[src/rtl/hazard_ctrl_if.sv]
// Pipeline-to-hazard-unit bundle: stage register addresses and control bits
// flow in, stall/flush/forward controls and status flow back out.
interface hazard_ctrl_if #(
    parameter int CW = 16
);
    logic [4:0]    RsD;
    logic [4:0]    RtD;
    logic [4:0]    RsE;
    logic [4:0]    RtE;
    logic [4:0]    WriteRegE;
    logic [4:0]    WriteRegM;
    logic [4:0]    WriteRegW;
    logic          RegWriteE;
    logic          RegWriteM;
    logic          RegWriteW;
    logic          MemtoRegE;
    logic          MemtoRegM;
    logic          BranchD;
    logic          JumpD;
    logic          PCSrcD;
    logic          dmem_req_M;
    logic          dmem_ready;

    logic          StallF;
    logic          StallD;
    logic          StallE;
    logic          StallM;
    logic          FlushD;
    logic          FlushE;
    logic          FlushW;
    logic [1:0]    ForwardAE;
    logic [1:0]    ForwardBE;
    logic          ForwardAD;
    logic          ForwardBD;
    logic          mem_timeout;
    logic [CW-1:0] stall_cnt;

    // Pipeline side: supplies stage information, consumes controls
    modport master (
        output RsD, RtD, RsE, RtE,
        output WriteRegE, WriteRegM, WriteRegW,
        output RegWriteE, RegWriteM, RegWriteW,
        output MemtoRegE, MemtoRegM,
        output BranchD, JumpD, PCSrcD,
        output dmem_req_M, dmem_ready,
        input  StallF, StallD, StallE, StallM,
        input  FlushD, FlushE, FlushW,
        input  ForwardAE, ForwardBE, ForwardAD, ForwardBD,
        input  mem_timeout, stall_cnt
    );

    // Hazard controller side
    modport slave (
        input  RsD, RtD, RsE, RtE,
        input  WriteRegE, WriteRegM, WriteRegW,
        input  RegWriteE, RegWriteM, RegWriteW,
        input  MemtoRegE, MemtoRegM,
        input  BranchD, JumpD, PCSrcD,
        input  dmem_req_M, dmem_ready,
        output StallF, StallD, StallE, StallM,
        output FlushD, FlushE, FlushW,
        output ForwardAE, ForwardBE, ForwardAD, ForwardBD,
        output mem_timeout, stall_cnt
    );
endinterface

[src/rtl/hazard_ctrl.sv]
// Hazard and stall controller for the five-stage MIPS pipeline.
// Combinational forwarding and stall/flush generation, plus a small FSM that
// tracks variable-latency data-memory waits, a watchdog that traps into a
// sticky error state, and a saturating count of fetch-stall cycles.
module hazard_ctrl #(
    parameter int TIMEOUT = 255,
    parameter int CW      = 16
) (
    input  logic         clk,
    input  logic         rst_n,
    hazard_ctrl_if.slave bus
);

    localparam int WW = $clog2(TIMEOUT + 1);

    typedef enum logic [1:0] {
        RUN     = 2'd0,
        MEMWAIT = 2'd1,
        ERR     = 2'd2
    } state_t;

    state_t        r_state;
    state_t        w_state_nxt;
    logic [WW-1:0] r_wait_cnt;
    logic [WW-1:0] w_wait_nxt;
    logic [CW-1:0] r_stall_cnt;
    logic [CW-1:0] w_stall_cnt_nxt;

    logic          w_lwstall;
    logic          w_branchstall;
    logic          w_mem_stall;
    logic          w_timeout_hit;

    logic [1:0]    w_fwd_ae;
    logic [1:0]    w_fwd_be;
    logic          w_fwd_ad;
    logic          w_fwd_bd;

    logic          w_stall_f;
    logic          w_stall_d;
    logic          w_stall_e;
    logic          w_stall_m;
    logic          w_flush_d;
    logic          w_flush_e;
    logic          w_flush_w;

    // E-stage operand select: the newer M result wins over the W result,
    // and register 0 is never forwarded since it always reads as zero.
    function automatic logic [1:0] fwd_sel_e(
        input logic [4:0] src,
        input logic       reg_write_m,
        input logic [4:0] write_reg_m,
        input logic       reg_write_w,
        input logic [4:0] write_reg_w
    );
        if (src != 5'd0 && reg_write_m && write_reg_m == src) begin
            return 2'b10;
        end else if (src != 5'd0 && reg_write_w && write_reg_w == src) begin
            return 2'b01;
        end else begin
            return 2'b00;
        end
    endfunction

    // Operand forwarding for the ALU in E and the branch comparator in D
    always_comb begin
        w_fwd_ae = fwd_sel_e(bus.RsE, bus.RegWriteM, bus.WriteRegM,
                             bus.RegWriteW, bus.WriteRegW);
        w_fwd_be = fwd_sel_e(bus.RtE, bus.RegWriteM, bus.WriteRegM,
                             bus.RegWriteW, bus.WriteRegW);
        w_fwd_ad = (bus.RsD != 5'd0) && bus.RegWriteM && (bus.WriteRegM == bus.RsD);
        w_fwd_bd = (bus.RtD != 5'd0) && bus.RegWriteM && (bus.WriteRegM == bus.RtD);
    end

    // Raw hazard terms: load-use, branch-operand-not-ready, and memory wait
    always_comb begin
        w_lwstall = bus.MemtoRegE && (bus.RtE != 5'd0) &&
                    ((bus.RtE == bus.RsD) || (bus.RtE == bus.RtD));

        w_branchstall = bus.BranchD &&
            ((bus.RegWriteE && (bus.WriteRegE != 5'd0) &&
              ((bus.WriteRegE == bus.RsD) || (bus.WriteRegE == bus.RtD))) ||
             (bus.MemtoRegM && (bus.WriteRegM != 5'd0) &&
              ((bus.WriteRegM == bus.RsD) || (bus.WriteRegM == bus.RtD))));

        w_mem_stall   = bus.dmem_req_M && !bus.dmem_ready;
        w_timeout_hit = w_mem_stall && (r_wait_cnt == WW'(TIMEOUT - 1));
    end

    // Stall/flush priority: error trap, then memory wait (which freezes E so
    // a load-use bubble must wait), then data hazards, then control redirect
    always_comb begin
        w_stall_f = 1'b0;
        w_stall_d = 1'b0;
        w_stall_e = 1'b0;
        w_stall_m = 1'b0;
        w_flush_d = 1'b0;
        w_flush_e = 1'b0;
        w_flush_w = 1'b0;
        if (r_state == ERR) begin
            w_stall_f = 1'b1;
            w_stall_d = 1'b1;
            w_stall_e = 1'b1;
            w_stall_m = 1'b1;
        end else if (w_mem_stall) begin
            w_stall_f = 1'b1;
            w_stall_d = 1'b1;
            w_stall_e = 1'b1;
            w_stall_m = 1'b1;
            w_flush_w = 1'b1;
        end else if (w_lwstall || w_branchstall) begin
            w_stall_f = 1'b1;
            w_stall_d = 1'b1;
            w_flush_e = 1'b1;
        end else begin
            w_flush_d = bus.PCSrcD | bus.JumpD;
        end
    end

    // Next state: enter MEMWAIT on a wait, leave it as soon as the wait ends,
    // and trap into ERR once the wait reaches the watchdog limit
    always_comb begin
        w_state_nxt = r_state;
        unique case (r_state)
            RUN: begin
                if (w_timeout_hit) begin
                    w_state_nxt = ERR;
                end else if (w_mem_stall) begin
                    w_state_nxt = MEMWAIT;
                end
            end
            MEMWAIT: begin
                if (!w_mem_stall) begin
                    w_state_nxt = RUN;
                end else if (w_timeout_hit) begin
                    w_state_nxt = ERR;
                end
            end
            ERR: begin
                w_state_nxt = ERR;
            end
            default: begin
                w_state_nxt = RUN;
            end
        endcase
    end

    // Counter next values: wait length restarts whenever the wait breaks,
    // fetch-stall count sticks at its maximum instead of wrapping
    always_comb begin
        w_wait_nxt = '0;
        if (w_mem_stall) begin
            w_wait_nxt = (r_state == ERR) ? r_wait_cnt : r_wait_cnt + 1'b1;
        end

        w_stall_cnt_nxt = r_stall_cnt;
        if (w_stall_f && (r_stall_cnt != {CW{1'b1}})) begin
            w_stall_cnt_nxt = r_stall_cnt + 1'b1;
        end
    end

    // State and counter registers
    always_ff @(posedge clk or negedge rst_n) begin
        if (!rst_n) begin
            r_state     <= RUN;
            r_wait_cnt  <= '0;
            r_stall_cnt <= '0;
        end else begin
            r_state     <= w_state_nxt;
            r_wait_cnt  <= w_wait_nxt;
            r_stall_cnt <= w_stall_cnt_nxt;
        end
    end

    // While in reset, D-to-E latch is cleared and everything else is released
    assign bus.StallF      = rst_n & w_stall_f;
    assign bus.StallD      = rst_n & w_stall_d;
    assign bus.StallE      = rst_n & w_stall_e;
    assign bus.StallM      = rst_n & w_stall_m;
    assign bus.FlushD      = rst_n & w_flush_d;
    assign bus.FlushE      = !rst_n | w_flush_e;
    assign bus.FlushW      = rst_n & w_flush_w;
    assign bus.ForwardAE   = rst_n ? w_fwd_ae : 2'b00;
    assign bus.ForwardBE   = rst_n ? w_fwd_be : 2'b00;
    assign bus.ForwardAD   = rst_n & w_fwd_ad;
    assign bus.ForwardBD   = rst_n & w_fwd_bd;
    assign bus.mem_timeout = (r_state == ERR);
    assign bus.stall_cnt   = r_stall_cnt;

endmodule

[src/flat_wrapper.sv]
// flat-port wrapper written by rule: the top's interface ports become plain ports
module hazard_ctrl_flat 
#(
    parameter int TIMEOUT = 255,
    parameter int CW      = 16
)
  (clk, rst_n, bus_RsD, bus_RtD, bus_RsE, bus_RtE, bus_WriteRegE, bus_WriteRegM, bus_WriteRegW, bus_RegWriteE, bus_RegWriteM, bus_RegWriteW, bus_MemtoRegE, bus_MemtoRegM, bus_BranchD, bus_JumpD, bus_PCSrcD, bus_dmem_req_M, bus_dmem_ready, bus_StallF, bus_StallD, bus_StallE, bus_StallM, bus_FlushD, bus_FlushE, bus_FlushW, bus_ForwardAE, bus_ForwardBE, bus_ForwardAD, bus_ForwardBD, bus_mem_timeout, bus_stall_cnt);
  hazard_ctrl_if #(.CW(CW)) bus_i ();
  input  logic clk;
  input  logic rst_n;
  input wire logic [$bits(bus_i.RsD)-1:0] bus_RsD;
  input wire logic [$bits(bus_i.RtD)-1:0] bus_RtD;
  input wire logic [$bits(bus_i.RsE)-1:0] bus_RsE;
  input wire logic [$bits(bus_i.RtE)-1:0] bus_RtE;
  input wire logic [$bits(bus_i.WriteRegE)-1:0] bus_WriteRegE;
  input wire logic [$bits(bus_i.WriteRegM)-1:0] bus_WriteRegM;
  input wire logic [$bits(bus_i.WriteRegW)-1:0] bus_WriteRegW;
  input wire logic [$bits(bus_i.RegWriteE)-1:0] bus_RegWriteE;
  input wire logic [$bits(bus_i.RegWriteM)-1:0] bus_RegWriteM;
  input wire logic [$bits(bus_i.RegWriteW)-1:0] bus_RegWriteW;
  input wire logic [$bits(bus_i.MemtoRegE)-1:0] bus_MemtoRegE;
  input wire logic [$bits(bus_i.MemtoRegM)-1:0] bus_MemtoRegM;
  input wire logic [$bits(bus_i.BranchD)-1:0] bus_BranchD;
  input wire logic [$bits(bus_i.JumpD)-1:0] bus_JumpD;
  input wire logic [$bits(bus_i.PCSrcD)-1:0] bus_PCSrcD;
  input wire logic [$bits(bus_i.dmem_req_M)-1:0] bus_dmem_req_M;
  input wire logic [$bits(bus_i.dmem_ready)-1:0] bus_dmem_ready;
  output wire logic [$bits(bus_i.StallF)-1:0] bus_StallF;
  output wire logic [$bits(bus_i.StallD)-1:0] bus_StallD;
  output wire logic [$bits(bus_i.StallE)-1:0] bus_StallE;
  output wire logic [$bits(bus_i.StallM)-1:0] bus_StallM;
  output wire logic [$bits(bus_i.FlushD)-1:0] bus_FlushD;
  output wire logic [$bits(bus_i.FlushE)-1:0] bus_FlushE;
  output wire logic [$bits(bus_i.FlushW)-1:0] bus_FlushW;
  output wire logic [$bits(bus_i.ForwardAE)-1:0] bus_ForwardAE;
  output wire logic [$bits(bus_i.ForwardBE)-1:0] bus_ForwardBE;
  output wire logic [$bits(bus_i.ForwardAD)-1:0] bus_ForwardAD;
  output wire logic [$bits(bus_i.ForwardBD)-1:0] bus_ForwardBD;
  output wire logic [$bits(bus_i.mem_timeout)-1:0] bus_mem_timeout;
  output wire logic [$bits(bus_i.stall_cnt)-1:0] bus_stall_cnt;
  assign bus_i.RsD = bus_RsD;
  assign bus_i.RtD = bus_RtD;
  assign bus_i.RsE = bus_RsE;
  assign bus_i.RtE = bus_RtE;
  assign bus_i.WriteRegE = bus_WriteRegE;
  assign bus_i.WriteRegM = bus_WriteRegM;
  assign bus_i.WriteRegW = bus_WriteRegW;
  assign bus_i.RegWriteE = bus_RegWriteE;
  assign bus_i.RegWriteM = bus_RegWriteM;
  assign bus_i.RegWriteW = bus_RegWriteW;
  assign bus_i.MemtoRegE = bus_MemtoRegE;
  assign bus_i.MemtoRegM = bus_MemtoRegM;
  assign bus_i.BranchD = bus_BranchD;
  assign bus_i.JumpD = bus_JumpD;
  assign bus_i.PCSrcD = bus_PCSrcD;
  assign bus_i.dmem_req_M = bus_dmem_req_M;
  assign bus_i.dmem_ready = bus_dmem_ready;
  assign bus_StallF = bus_i.StallF;
  assign bus_StallD = bus_i.StallD;
  assign bus_StallE = bus_i.StallE;
  assign bus_StallM = bus_i.StallM;
  assign bus_FlushD = bus_i.FlushD;
  assign bus_FlushE = bus_i.FlushE;
  assign bus_FlushW = bus_i.FlushW;
  assign bus_ForwardAE = bus_i.ForwardAE;
  assign bus_ForwardBE = bus_i.ForwardBE;
  assign bus_ForwardAD = bus_i.ForwardAD;
  assign bus_ForwardBD = bus_i.ForwardBD;
  assign bus_mem_timeout = bus_i.mem_timeout;
  assign bus_stall_cnt = bus_i.stall_cnt;
  hazard_ctrl #(.TIMEOUT(TIMEOUT), .CW(CW)) u_core (.clk(clk), .rst_n(rst_n), .bus(bus_i));
endmodule
[config.mk]
export PLATFORM = sky130hd
export DESIGN_NAME = hazard_ctrl_flat
export DESIGN_NICKNAME = d
export VERILOG_FILES = /design/src/rtl/hazard_ctrl_if.sv /design/src/rtl/hazard_ctrl.sv /design/src/flat_wrapper.sv
export SDC_FILE = /design/constraint.sdc
export NUM_CORES = 1
export LEC_CHECK = 0
export ABC_AREA = 1
export BUFFER_PORTS_ARGS = -buffer_cell sky130_fd_sc_hd__buf_2
export CORE_UTILIZATION = 40
export CTS_BUF_LIST = sky130_fd_sc_hd__clkbuf_8
export CTS_CLUSTER_SIZE = 30
export DETAILED_ROUTE_END_ITERATION = 12
export GPL_TIMING_DRIVEN = 1
export PLACE_DENSITY = 0.72
export SYNTH_ARGS = -nofsm -noshare
export SYNTH_HDL_FRONTEND = slang
export SYNTH_SLANG_ARGS = --single-unit
[constraint.sdc]
create_clock -name clk -period 2.2 [get_ports clk]
set_input_delay 0.44 -clock clk [delete_from_list [all_inputs] [get_ports clk]]
set_output_delay 0.44 -clock clk [all_outputs]
set_load 0.005 [all_outputs]
### Yosys cells after proc, flatten, opt, wreduce, memory -nomap -nowiden

Index checks and enable logic that the tools add are counted.

| operators by class | value |
|---|---|
| muxes and demuxes | 24 |
| bitwise operators | 8 |
| equal/unequal tests | 17 |
| reductions and logical operators | 37 |
| $add $sub $neg | 2 |

Operators by type and width:

| kind | count |
|---|---|
| 5-bit equality test | 10 |
| 5-bit nonzero test | 6 |
| 1-bit logical AND | 22 |
| 16-bit by 1-bit adder with 16-bit output (second input constant) | 1 |
| 2-bit two-way mux | 8 |
| 8-bit two-way mux | 2 |
| 16-bit != test (second input constant) | 1 |
| 1-bit two-way mux | 13 |
| 8-bit by 1-bit adder with 8-bit output (second input constant) | 1 |
| 8-bit equality test (second input constant) | 1 |
| 1-bit AND | 6 |
| 2-bit case mux with 3 select lines | 1 |
| 1-bit logical OR | 5 |
| 3-bit by 1-bit != test with 1-bit output (second input constant) | 1 |
| 3-bit != test (second input constant) | 1 |
| 2-bit by 1-bit equality test with 1-bit output (second input constant) | 1 |
| 2-bit equality test (second input constant) | 1 |
| 1-bit logical NOT | 2 |
| 2-bit logical NOT | 1 |
| 2-bit != test (second input constant) | 1 |
| 1-bit OR | 2 |
| 2-bit AND reduction | 1 |

| word-level totals | value |
|---|---|
| bits of input ports | 47 |
| output and inout bits | 30 |
| bits in registers | 26 |
| word-level logic and storage cells | 91 |

### Longest topological paths before layout

| depth | value |
|---|---|
| depth in word-level cells | 10 |
| mapped depth | 15 |
| mapped depth without buffers | 13 |

### Least setup slack after synthesis

No wires, ideal clock.

| timing path | value |
|---|---|
| path type | input to output |
| start | input port bus_RtE[0] |
| end | output port bus_StallF |
| required time | 1,760 ps |
| buffers on the path | 4 |
| cell stages on the path | 12 |
| arrival | 1,656 ps |
| setup slack | 104 ps |
| path through | buf_2 nor3_1 nand3_1 nand2_1 inv_1 nand2_1 nand3_2 buf_4 buf_4 nand2_1 inv_2 buf_4 |

| between the ends | value |
|---|---|
| cells in the longest elaborated chain, start to end | 8 |
| elaborated cells between the ends (all ways) | 11 |
| those cells by class | eq/ne: 2; mux: 3; bitwise: 1; reduce/logical: 5 |

RTL lines:

| item | line | source |
|---|---|---|
| start: declaration | flat_wrapper.sv:14 | `input wire logic [$bits(bus_i.RtE)-1:0] bus_RtE;` |
| 5-bit equality test / 5-bit nonzero test (equally long branches) | hazard_ctrl.sv:78, hazard_ctrl.sv:77 |  |
| 1-bit logical OR / 1-bit logical AND (equally long branches) | hazard_ctrl.sv:78, hazard_ctrl.sv:77 |  |
| 1-bit logical AND (*) | hazard_ctrl.sv:77 | `w_lwstall = bus.MemtoRegE && (bus.RtE != 5'd0) &&` |
| 1-bit logical OR (*) | hazard_ctrl.sv:111 | `end else if (w_lwstall \|\| w_branchstall) begin` |
| 1-bit two-way mux (*) (3 in series) | - |  |
| 1-bit AND (*) | - |  |
| end: declaration | flat_wrapper.sv:28 | `output wire logic [$bits(bus_i.StallF)-1:0] bus_StallF;` |

Every way passes the cells marked *; elsewhere a longest branch is shown, timed or not.

### Final worst setup path

| timing path | value |
|---|---|
| start | input port bus_WriteRegM[0] |
| end | output port bus_StallF |

| between the ends | value |
|---|---|
| cells in the longest elaborated chain, start to end | 10 |
| elaborated cells between the ends (all ways) | 13 |
| those cells by class | eq/ne: 2; mux: 3; bitwise: 1; reduce/logical: 7 |

RTL lines:

| item | line | source |
|---|---|---|
| start: declaration | flat_wrapper.sv:16 | `input wire logic [$bits(bus_i.WriteRegM)-1:0] bus_WriteRegM;` |
| 5-bit equality test / 5-bit nonzero test (equally long branches) | hazard_ctrl.sv:84, hazard_ctrl.sv:83 |  |
| 1-bit logical OR / 1-bit logical AND (equally long branches) | hazard_ctrl.sv:84, hazard_ctrl.sv:83 |  |
| 1-bit logical AND (*) | hazard_ctrl.sv:83 | `(bus.MemtoRegM && (bus.WriteRegM != 5'd0) &&` |
| 1-bit logical OR (*) | hazard_ctrl.sv:82 | `((bus.WriteRegE == bus.RsD) \|\| (bus.WriteRegE == bus.RtD))) \|\|` |
| 1-bit logical AND (*) | hazard_ctrl.sv:80 | `w_branchstall = bus.BranchD &&` |
| 1-bit logical OR (*) | hazard_ctrl.sv:111 |  |
| 1-bit two-way mux (*) | hazard_ctrl.sv:111 |  |
| 1-bit two-way mux (*) | hazard_ctrl.sv:105 | `end else if (w_mem_stall) begin` |
| 1-bit two-way mux (*) | hazard_ctrl.sv:100 | `if (r_state == ERR) begin` |
| 1-bit AND (*) | hazard_ctrl.sv:176 | `assign bus.StallF = rst_n & w_stall_f;` |

Marked as above.

==> qor.csv <==
stage,metric,value,unit
run_status,status,"finished, final reports clean",
final_layout,drive_gt1_frac,0.2350,
logic_synthesis,synth_edf_count,0,
setup_path,cpMostUsedCell,nand2_1,
place,io_buffers,76,
logic_synthesis,syn_nets,433,
final_layout,antenna_cells,0,
clocking,insertion_delay,0.27,ns
sta,clock_skew,0.006718,ns
logic_synthesis,synth_cells,383,
sta,slew-limit-headroom,0.7692,
logic_synthesis,syn_avg_cell_area,6.223,um2
route,drt_wl_total,6626,um
power_and_ir_drop,leakagePower,1.675,nW
logic_synthesis,ys.flop_type,dfrtp_1,
route,drtAntennaViolNets,0,
sta,max_freq,480.3,MHz
setup_path,crit_slowest_cell,buf_2,
final_layout,area_growth,24.51,%
hold_path,hp-class,input pin to async pin,
route,post_drt_wl_per_cell,12.27,um
grt,grt-ovfl-total,0,
clocking,path_clk_slew,0.09,ns
floorplanning,start_util,0.4250,
sta,rsz0062_at_grt,no,
clocking,ctsLongestPathBuffers,2,
grt,grt_pass1_vias,2516,
logic_synthesis,ys_ff_latch,26,
route,drc_errors,0,
logic_synthesis,seq_area_frac_synth,0.2730,
logic_synthesis,synth_area,2384,um2
grt,grt_max_degree,20,
floorplanning,die_x,79.20,um
sta,hold_violations,0,
floorplanning,coreArea,5608,um2
setup_path,path_max_fanout,5,
logic_synthesis,synth_cell_types,29,
setup_path,worstPathArrival,1.64,ns
route,drtPass1Iterations,5,
floorplanning,dieArea,6272,um2
setup_path,path_cells,buf_2 > inv_2 > nand2_1 > nand2_1 > nor2_1 > nand3_1 > nand2_1 > nand2_1 > nand2_1 > nand2_2 > nand3_4 > nand2_2 > inv_2 > buf_2,
job,drv_cap,0,
clocking,numCtsBuffers,3,
final_layout,fin_util,0.5292,
setup_path,worstSetupPathType,input pin to output pin,
sta,min_period,2.082,ns
logic_synthesis,synthArstFlopShare,1.000,
route,drtIter0Drc,186,
sta,finalCritPeriodShare,0.9464,
sta,tns,0,ns
floorplanning,dieHeight,79.20,um
sta,setup_viol,0,
final_layout,fillers,593,
setup_path,cp-end-kind,output pin,
sta,hold_ws,0.1967,ns
clocking,cts_tree,built,
sta,worst_slew_pin_slew,0.3430,ns
clocking,clock-sinks,26,
clocking,root_buffer,clkbuf_8,
power_and_ir_drop,vdd.ir_drop.worst,0.4644,mV
grt,track_usage,0.2234,
logic_synthesis,synth_warnings,0,
final_layout,nNetsFinal,519,
route,via_count,2713,
setup_path,worst_path_largest_cell_delay,0.14,ns
place,hpwl,5248,um
floorplanning,ioPinCount,77,
setup_path,crit_required,1.76,ns
clocking,htreeDepth,1,
power_and_ir_drop,finalPower,0.001331,W
place,gp_congestion,0.9500,
grt,antenna_found_initial,0,
route,viasPerCell,5.024,
power_and_ir_drop,p_per_area,448.4,nW/um2
sta,slew_violations,0,
floorplanning,row_count,27,
grt,grt_pass1_wl,11370,um
setup_path,critPathLaunchType,input pin,
worst max-delay path, delay by kind of cell:
kind,cells,cell delay (ns)
buf+inv,4,0.37
simple gates,10,0.81
cells by family after synthesis:
| family | synth area share |
|---|---|
| buf+inv | 0.1050 |
| simple gates | 0.4252 |
| flops | 0.2730 |
| compound gates | 0.07454 |
| xor+xnor | 0.1066 |
| fa+ha+maj | 0.01575 |
final timing paths:
path                                                          start                                   end  slack (ns)  depth (start not counted)
worst max-delay path                               bus_WriteRegM[0]                            bus_StallF        0.12                         14
worst min-delay path                                          rst_n         u_core.r_state[0]$_DFFE_PN0P_        0.20                          2
worst max register to register  u_core.bus.stall_cnt[0]$_DFFE_PN0P_  u_core.bus.stall_cnt[15]$_DFFE_PN0P_        0.22                          9
worst min register to register        u_core.r_state[1]$_DFFE_PN0P_         u_core.r_state[0]$_DFFE_PN0P_        0.44                          1
max in group asynchronous                                     rst_n      u_core.r_wait_cnt[1]$_DFFE_PN0P_        1.50                          2
min in group clk                      u_core.r_state[1]$_DFFE_PN0P_         u_core.r_state[0]$_DFFE_PN0P_        0.44                          1
state kept, by name, indices dropped and copies added (netlist names):
signal and count:
u_core.bus.stall_cnt 16, u_core.r_state 2, u_core.r_wait_cnt 8
cell usage after synthesis (2+ instances only):
cell type | count | share of area
a21oi_1 | 5 | 0.010
a221oi_1 | 3 | 0.011
a311oi_1 | 2 | 0.0074
a31oi_1 | 2 | 0.0052
buf_2 | 2 | 0.0042
buf_4 | 4 | 0.013
dfrtp_1 | 26 | 0.27
ha_1 | 3 | 0.016
inv_1 | 42 | 0.066
inv_2 | 11 | 0.017
nand2_1 | 136 | 0.21
nand3_1 | 33 | 0.069
nand3_2 | 3 | 0.013
nand4_1 | 8 | 0.021
nor2_1 | 37 | 0.058
nor3_1 | 14 | 0.029
nor4_1 | 3 | 0.0079
o2111ai_1 | 3 | 0.011
o21ai_0 | 8 | 0.017
o22ai_1 | 2 | 0.0052
xnor2_1 | 15 | 0.055
xor2_1 | 14 | 0.051
layout by cell type, fill, tap and decap left out, drive strengths merged:
cell type / instances
dlygate4sd3: 1
nor3b: 1
a21oi: 5
nand4: 8
nor4: 3
nand2: 137
o22ai: 2
xor2: 14
ha: 3
nor2: 38
o2111ai: 3
a311oi: 2
buf: 85
xnor2: 15
nand3: 36
o21ai: 8
clkbuf: 6
o211a: 1
a221oi: 3
inv: 53
a211oi: 1
a31oi: 2
nor3: 15
dfrtp: 26
stage by stage:
step / cell area (um2) / std cells / worst slack, ns
4_1_cts: 2920 / 536 / 0.09969
6_report: 2968 / 540 / 0.1178
2_1_floorplan: 2384 / 383 / 0.1043
5_1_grt: 2968 / 540 / 0.01195
3_3_place_gp: 2855 / 531 / 0.1151
3_5_place_dp: 2855 / 531 / 0.1106
layer usage:
metal / vias up / track usage / routed length [um]
met5: - / 0 / 0
met1: 1230 / 0.3062 / 3167
met2: 85 / 0.3802 / 3070
met3: 2 / 0.03448 / 379
met4: 0 / 0.02364 / 8
li1: 1396 / - / -
report_power, final:
part           switching (W)  internal, W  leakage (nW)
Sequential         0.0000686     0.000519         0.355
Combinational       0.000240     0.000188          1.29
Clock               0.000154     0.000160        0.0288
layout make-up:
cell class	count	area [um2]	area share
Clock buffer	4	55.05	0.01855
Sequential cell	26	650.6	0.2192
Multi-Input combinational cell	297	1495	0.5038
Inverter	53	198.9	0.06703
Timing Repair Buffer	88	478.0	0.1610
Tap cell	72	90.09	0.03035
timing repair:
| action | in CTS | in global routing |
|---|---|---|
| hold endpoints to repair | 2 | 0 |
| setup buffers | 0 | 4 |
| endpoints found under the setup margin | 0 | 3 |
| resized for setup | 0 | 5 |
| hold buffers | 1 | 0 |
Note: power is estimated with default switching activity, not from simulation.
